===== src/rtl/decoder_op_x1_00xxx001_seq.sv =====
// Sequencer for LD dd,nn (00dd0001) and ADD HL,ss (00ss1001).
// LD operands arrive byte-serially over MemRead/MemAck; ADD runs one ALU_W slice per cycle.
//
//  state | meaning
//  IDLE  | waiting for Start, XPT held at 0
//  FETCH | requesting operand bytes, low byte first
//  ALU   | adding one slice of HL_in+SS_in per cycle
//  WRITE | one-cycle register/flag write with Done
module decoder_op_x1_00xxx001_seq #(
    parameter int REG_W = 16,
    parameter int ALU_W = 8
) (
    input  logic             Clock,
    input  logic             Reset,
    input  logic             Start,
    input  logic [7:0]       Source,
    input  logic             Abort,
    input  logic             MemAck,
    input  logic [7:0]       MemData,
    input  logic [REG_W-1:0] HL_in,
    input  logic [REG_W-1:0] SS_in,
    output logic             Busy,
    output logic [4:0]       XPT,
    output logic             MemRead,
    output logic [1:0]       SS_Sel,
    output logic             RegWrite,
    output logic [1:0]       RegSel,
    output logic [REG_W-1:0] WriteData,
    output logic             FlagWrite,
    output logic             FlagC,
    output logic             FlagH,
    output logic             FlagN,
    output logic             Done,
    output logic             Illegal
);

    localparam int N_BYTES = REG_W / 8;
    localparam int N_SLICE = REG_W / ALU_W;
    localparam int N_MAX   = (N_BYTES > N_SLICE) ? N_BYTES : N_SLICE;
    localparam int CNT_W   = $clog2(N_MAX + 1);
    localparam logic [CNT_W-1:0] LAST_BYTE  = CNT_W'(N_BYTES - 1);
    localparam logic [CNT_W-1:0] LAST_SLICE = CNT_W'(N_SLICE - 1);
    // Half carry is the carry out of bit REG_W-5, i.e. the carry into bit REG_W-4.
    localparam int H_BIT = REG_W - 4;
    localparam logic [CNT_W-1:0] H_SLICE = CNT_W'(H_BIT / ALU_W);
    localparam int H_LOC = H_BIT % ALU_W;

    typedef enum logic [1:0] {
        IDLE  = 2'd0,
        FETCH = 2'd1,
        ALU   = 2'd2,
        WRITE = 2'd3
    } state_t;

    state_t           state, state_nxt;
    logic [CNT_W-1:0] cnt_q;
    logic             carry_q;
    logic             half_q;
    logic             op_add_q;
    logic [1:0]       ss_sel_q;
    logic [REG_W-1:0] res_q;
    logic [4:0]       xpt_q;
    logic             illegal_q;

    logic             is_ld, is_add;
    logic [31:0]      slice_sh, byte_sh;
    logic [ALU_W-1:0] slice_a, slice_b, slice_s;
    logic [ALU_W:0]   sum_w;
    logic             half_n;

    always_comb begin
        is_ld    = (Source[7:6] == 2'b00) && (Source[3:0] == 4'b0001);
        is_add   = (Source[7:6] == 2'b00) && (Source[3:0] == 4'b1001);
        slice_sh = 32'(cnt_q) * 32'(ALU_W);
        byte_sh  = 32'(cnt_q) * 32'd8;
        slice_a  = ALU_W'(HL_in >> slice_sh);
        slice_b  = ALU_W'(SS_in >> slice_sh);
        sum_w    = {1'b0, slice_a} + {1'b0, slice_b} + (ALU_W+1)'(carry_q);
        slice_s  = sum_w[ALU_W-1:0];
        half_n   = slice_a[H_LOC] ^ slice_b[H_LOC] ^ slice_s[H_LOC];
    end

    always_comb begin
        state_nxt = state;
        case (state)
            IDLE: begin
                if (Start && is_ld)
                    state_nxt = FETCH;
                else if (Start && is_add)
                    state_nxt = ALU;
            end
            FETCH: begin
                if (Abort)
                    state_nxt = IDLE;
                else if (MemAck && (cnt_q == LAST_BYTE))
                    state_nxt = WRITE;
            end
            ALU: begin
                if (Abort)
                    state_nxt = IDLE;
                else if (cnt_q == LAST_SLICE)
                    state_nxt = WRITE;
            end
            default: state_nxt = IDLE;
        endcase
    end

    always_ff @(posedge Clock or posedge Reset) begin
        if (Reset) begin
            state     <= IDLE;
            cnt_q     <= '0;
            carry_q   <= 1'b0;
            half_q    <= 1'b0;
            op_add_q  <= 1'b0;
            ss_sel_q  <= 2'd0;
            res_q     <= '0;
            xpt_q     <= 5'd0;
            illegal_q <= 1'b0;
        end else begin
            state     <= state_nxt;
            illegal_q <= (state == IDLE) && Start && !is_ld && !is_add;

            if (state_nxt == IDLE)
                xpt_q <= 5'd0;
            else if (xpt_q != 5'd31)
                xpt_q <= xpt_q + 5'd1;

            // Any return to IDLE (done, abort) drops partial results.
            if (state_nxt == IDLE) begin
                cnt_q   <= '0;
                carry_q <= 1'b0;
                half_q  <= 1'b0;
                res_q   <= '0;
            end else begin
                case (state)
                    IDLE: begin
                        op_add_q <= Source[3];
                        ss_sel_q <= Source[5:4];
                        cnt_q    <= '0;
                        carry_q  <= 1'b0;
                        half_q   <= 1'b0;
                        res_q    <= '0;
                    end
                    FETCH: begin
                        if (MemAck) begin
                            res_q <= res_q | (REG_W'(MemData) << byte_sh);
                            cnt_q <= cnt_q + 1'b1;
                        end
                    end
                    ALU: begin
                        res_q   <= res_q | (REG_W'(slice_s) << slice_sh);
                        carry_q <= sum_w[ALU_W];
                        cnt_q   <= cnt_q + 1'b1;
                        if (cnt_q == H_SLICE)
                            half_q <= half_n;
                    end
                    default: ;
                endcase
            end
        end
    end

    assign Busy      = (state != IDLE);
    assign MemRead   = (state == FETCH);
    assign RegWrite  = (state == WRITE);
    assign Done      = (state == WRITE);
    assign XPT       = xpt_q;
    assign SS_Sel    = ss_sel_q;
    assign Illegal   = illegal_q;
    assign RegSel    = (state != WRITE) ? 2'd0 : (op_add_q ? 2'd2 : ss_sel_q);
    assign WriteData = (state == WRITE) ? res_q : '0;
    assign FlagWrite = (state == WRITE) && op_add_q;
    assign FlagC     = (state == WRITE) && op_add_q && carry_q;
    assign FlagH     = (state == WRITE) && op_add_q && half_q;
    assign FlagN     = 1'b0;

endmodule

===== config.mk =====
export PLATFORM = sky130hd
export DESIGN_NAME = decoder_op_x1_00xxx001_seq
export DESIGN_NICKNAME = d
export VERILOG_FILES = /design/src/rtl/decoder_op_x1_00xxx001_seq.sv
export SDC_FILE = /design/constraint.sdc
export NUM_CORES = 1
export LEC_CHECK = 0
export CORE_AREA = 2 2 80 82
export DETAILED_ROUTE_END_ITERATION = 10
export DIE_AREA = 0 0 82 84
export PLACE_DENSITY = 0.76
export SLEW_MARGIN = 30
export SYNTH_ARGS = -nofsm -noshare
export SYNTH_HDL_FRONTEND = slang
export SYNTH_SLANG_ARGS = --single-unit

===== constraint.sdc =====
create_clock -name Clock -period 2.9 [get_ports Clock]
set_clock_uncertainty 0.15 [all_clocks]
set_input_delay 0.87 -clock Clock [delete_from_list [all_inputs] [get_ports Clock]]
set_output_delay 0.87 -clock Clock [all_outputs]
set_load 0.03 [all_outputs]

==> results.py <==
metrics = {
    "yosys": {
        "synthTopCellsByArea": "dfrtp_1 33%, mux2i_1 8.4%, ha_1 7.4%, a21oi_1 5.7%, nor2_1 5.2%",
        "ys_types": 49,
        "synth-seq-area-share_pct": 32.6,
        "yosys.area.top_type": "dfrtp_1",
        "yosys.area.top_type_share_pct": 32.6,
        "syn_inst": 253,
        "ys_seq_elements": 31,
        "synth_warnings": 0,
        "synth_area_mm2": 0.00238,
        "syn_area_per_cell_um2": 9.41,
        "synth_nets": 322,
    },
    "clock_network": {
        "cts_sinks": 31,
        "clkTransAtPathRegs_ps": 60,
        "clock_path_buffers": 2,
        "cts_tree": "done",
        "cts_buffers": 5,
        "clock_latency_ps": 280,
        "root_buffer": "clkbuf_8",
        "cts_hold_buf": 0,
        "htree_levels": 2,
    },
    "route": {
        "viasPerCell": 5.27,
        "first_pass_iters": 4,
        "num_vias": 2313,
        "drt_first_iter_violations": 83,
        "drtAntennaViolNets": 0,
        "wl_per_cell_um": 15.1,
        "drc": 0,
        "routed_wl_um": 6620,
    },
    "status": {
        "violations": "setup timing",
        "status": "finished, violations left",
    },
    "floorplan": {
        "core_mm2": 0.00610,
        "io_pins": 87,
        "dieArea_mm2": 0.00689,
        "die_h_um": 84,
        "die_w_um": 82,
        "start_util_pct": 39.0,
        "rows": 29,
    },
    "worst_setup_path": {
        "cp.required_ps": 2890,
        "cp.arrival_ps": 2910,
        "crit_cells": 10,
        "crit_path_end_kind": "flop",
        "reg2reg_to": "carry_q",
        "crit_path_max_fanout": 2,
        "crit_start": "HL_in[8]",
        "slowest_stage": "fa_2",
        "crit_path_end": "carry_q",
        "path_class": "input port to flop",
        "rr_worst_depth": 9,
        "path_buf_inv": 1,
        "reg2reg_slack_ps": 170,
        "critPathTopFamily": "compound AO/OA/AOI/OAI gates",
        "reg2reg_from": "cnt_q[0]",
        "slowest_delay_ps": 390,
        "startpoint_type": "input port",
        "path_cells": "buf_2, mux2i_1, nor2_1, fa_2, fa_2, a211oi_2, nor2_1, o31a_1, o21ai_2, a311oi_1",
    },
    "grt": {
        "grt_pass1_wl_um": 10900,
        "grt_max_degree": 32,
        "grt.overflow.total": 0,
        "grt_usage_pct": 20.2,
        "antenna_found_initial": 0,
        "grt_pass1_vias": 2408,
    },
    "placed_design": {
        "globalplace.congestion": 0.800,
        "dp.cells": 423,
        "hpwlAfterDp_um": 5060,
        "place_ws_ps": -598,
        "io_buffers": 85,
    },
    "hold_path": {
        "min-delay-path-class": "flop to flop",
        "hold_depth": 2,
    },
    "pwr": {
        "p_leak_nw": 1.58,
        "combinationalPowerShare_pct": 59.0,
        "power_mw": 2.20,
        "ir_worst_vdd_v": 0.000370,
        "seq_power_share_pct": 25.4,
        "power_density_mw_per_mm2": 616,
        "p_switching_mw": 0.925,
        "intPower_mw": 1.28,
        "p_sw_share_pct": 42.0,
        "clockPowerShare_pct": 15.6,
    },
    "timing": {
        "report.final.slew_viol_count": 0,
        "rsz0062_at_grt": "yes",
        "setup_slack_ps": -19.5,
        "post-route-min-period_ps": 2920,
        "fin_crit_sh_pct": 101,
        "max_freq_mhz": 343,
        "setup_viol": 1,
        "hold_viol": 0,
    },
    "layout": {
        "fillerInstances": 540,
        "fin_cells": 439,
        "layout.nets": 431,
        "diodes": 0,
        "area_delta_synth_final_pct": 50.4,
        "drive_gt1_share_pct": 26.2,
    },
    "run": {
        "cap_violations": 0,
    },
}
==> timing repair <==
action                     4_1_cts  5_1_grt
gates resized for setup         11       17
setup endpoints to repair       12       21
buffers inserted                 3        5
gates cloned                     0        1
pin swaps                       10        6
==> registers in the layout, indices dropped and copies added (netlist names) <==
register,cells
XPT,5
half_q,1
SS_Sel,2
cnt_q,2
carry_q,1
op_add_q,1
state,2
Illegal,1
res_q,16
==> worst min-delay path by stage <==
stage | start | end | slack, ps
CTS | res_q[0] | res_q[0] | 350
global route | res_q[3] | res_q[3] | 390
finish | res_q[10] | res_q[10] | 350
global placement | res_q[8] | res_q[8] | 330
floorplan | res_q[10] | res_q[10] | 320
detailed placement | res_q[0] | res_q[0] | 340
==> worst min-delay path: cells and delay by family (launching register included) <==
family,cells,cell delay [ps]
and+or+nand+nor,1,60
AOI/OAI and AO/OA,1,60
DFF,1,340
==> layout by cell type (no fill, tap or decap), types with 4 or more instances in the layout <==
| cell | n |
|---|---|
| a21o_1 | 4 |
| nor2b_1 | 4 |
| and2_1 | 17 |
| nor2_1 | 31 |
| and3_1 | 7 |
| nor2_4 | 10 |
| a21oi_1 | 23 |
| nor3b_1 | 4 |
| buf_4 | 51 |
| mux2i_1 | 20 |
| ha_1 | 13 |
| clkbuf_8 | 6 |
| clkdlybuf4s50_1 | 57 |
| inv_1 | 8 |
| a21oi_2 | 4 |
| dfrtp_1 | 31 |
==> kinds of logic after synthesis <==
family	count (synthesis)	synth area share (%)
flip-flops	31	32.6
AND/OR/NAND/NOR	89	22.7
AO/OA/AOI/OAI	63	18.2
buffers and inverters	23	4.68
multiplexers	25	10.8
XOR/XNOR	5	1.84
other	1	0.158
adder cells (fa/ha/maj)	16	9.04
==> routing by layer <==
metal | share of wire, % | wire [um] | vias up | track usage, %
met3 | 4.4 | 293 | 19 | 4.00
met1 | 41 | 2710 | 1118 | 23.4
met5 | 0 | 0 | - | 0
li1 | - | - | 1122 | -
met2 | 51 | 3410 | 54 | 35.1
met4 | 3.1 | 205 | 0 | 8.94
==> through the flow <==
step / hold slack, ps / util [%] / TNS (ps) / instance area, um2
after global routing: 386 / 58.7 / -447 / 3580
after detailed placement: 338 / 55.3 / -8140 / 3370
after floorplan: 318 / - / 0 / 2390
after global placement: 329 / 55.3 / -6550 / 3370
after CTS: 354 / 57.0 / 0 / 3470
final: 352 / 58.7 / -19.5 / 3580
==> Yosys cell counts, drive strengths merged <==
master,n
a211o,3
a211oi,6
a21o,4
a21oi,27
a221oi,1
a22oi,1
a311oi,5
a31oi,3
a32o,1
and2,17
and3,7
buf,7
clkbuf,7
clkinv,1
conb,1
dfrtp,31
fa,2
ha,14
inv,8
mux2,5
mux2i,20
nand2,2
nand3,3
nand4,2
nand4b,1
nor2,43
nor2b,4
nor3,2
nor3b,4
nor4,1
nor4b,2
o21a,2
o21ai,5
o21bai,1
o2bb2ai,2
o31a,1
o31ai,1
or2,1
xnor2,3
xor2,2
==> power groups by stage <==
| stage | registers, mW | logic, mW | clock network [mW] |
|---|---|---|---|
| 2_1_floorplan | 0.599 | 0.731 | 0 |
| 3_3_place_gp | 0.563 | 1.17 | 0 |
| 3_5_place_dp | 0.567 | 1.20 | 0 |
| 4_1_cts | 0.559 | 1.22 | 0.348 |
| 5_1_grt | 0.571 | 1.42 | 0.367 |
| 6_report | 0.560 | 1.30 | 0.343 |
==> layout make-up <==
type / count / area, um2 / share of cell area [%]
timing repair buffer: 115 / 1010 / 28.3
clock inverter: 1 / 5.00 / 0.140
clock buffer: 6 / 82.6 / 2.31
sequential: 31 / 776 / 21.7
inverter: 9 / 33.8 / 0.944
tap: 77 / 96.3 / 2.69
multi-input combinational: 200 / 1570 / 44.0
No activity file was read; power rests on OpenSTA's default activity.
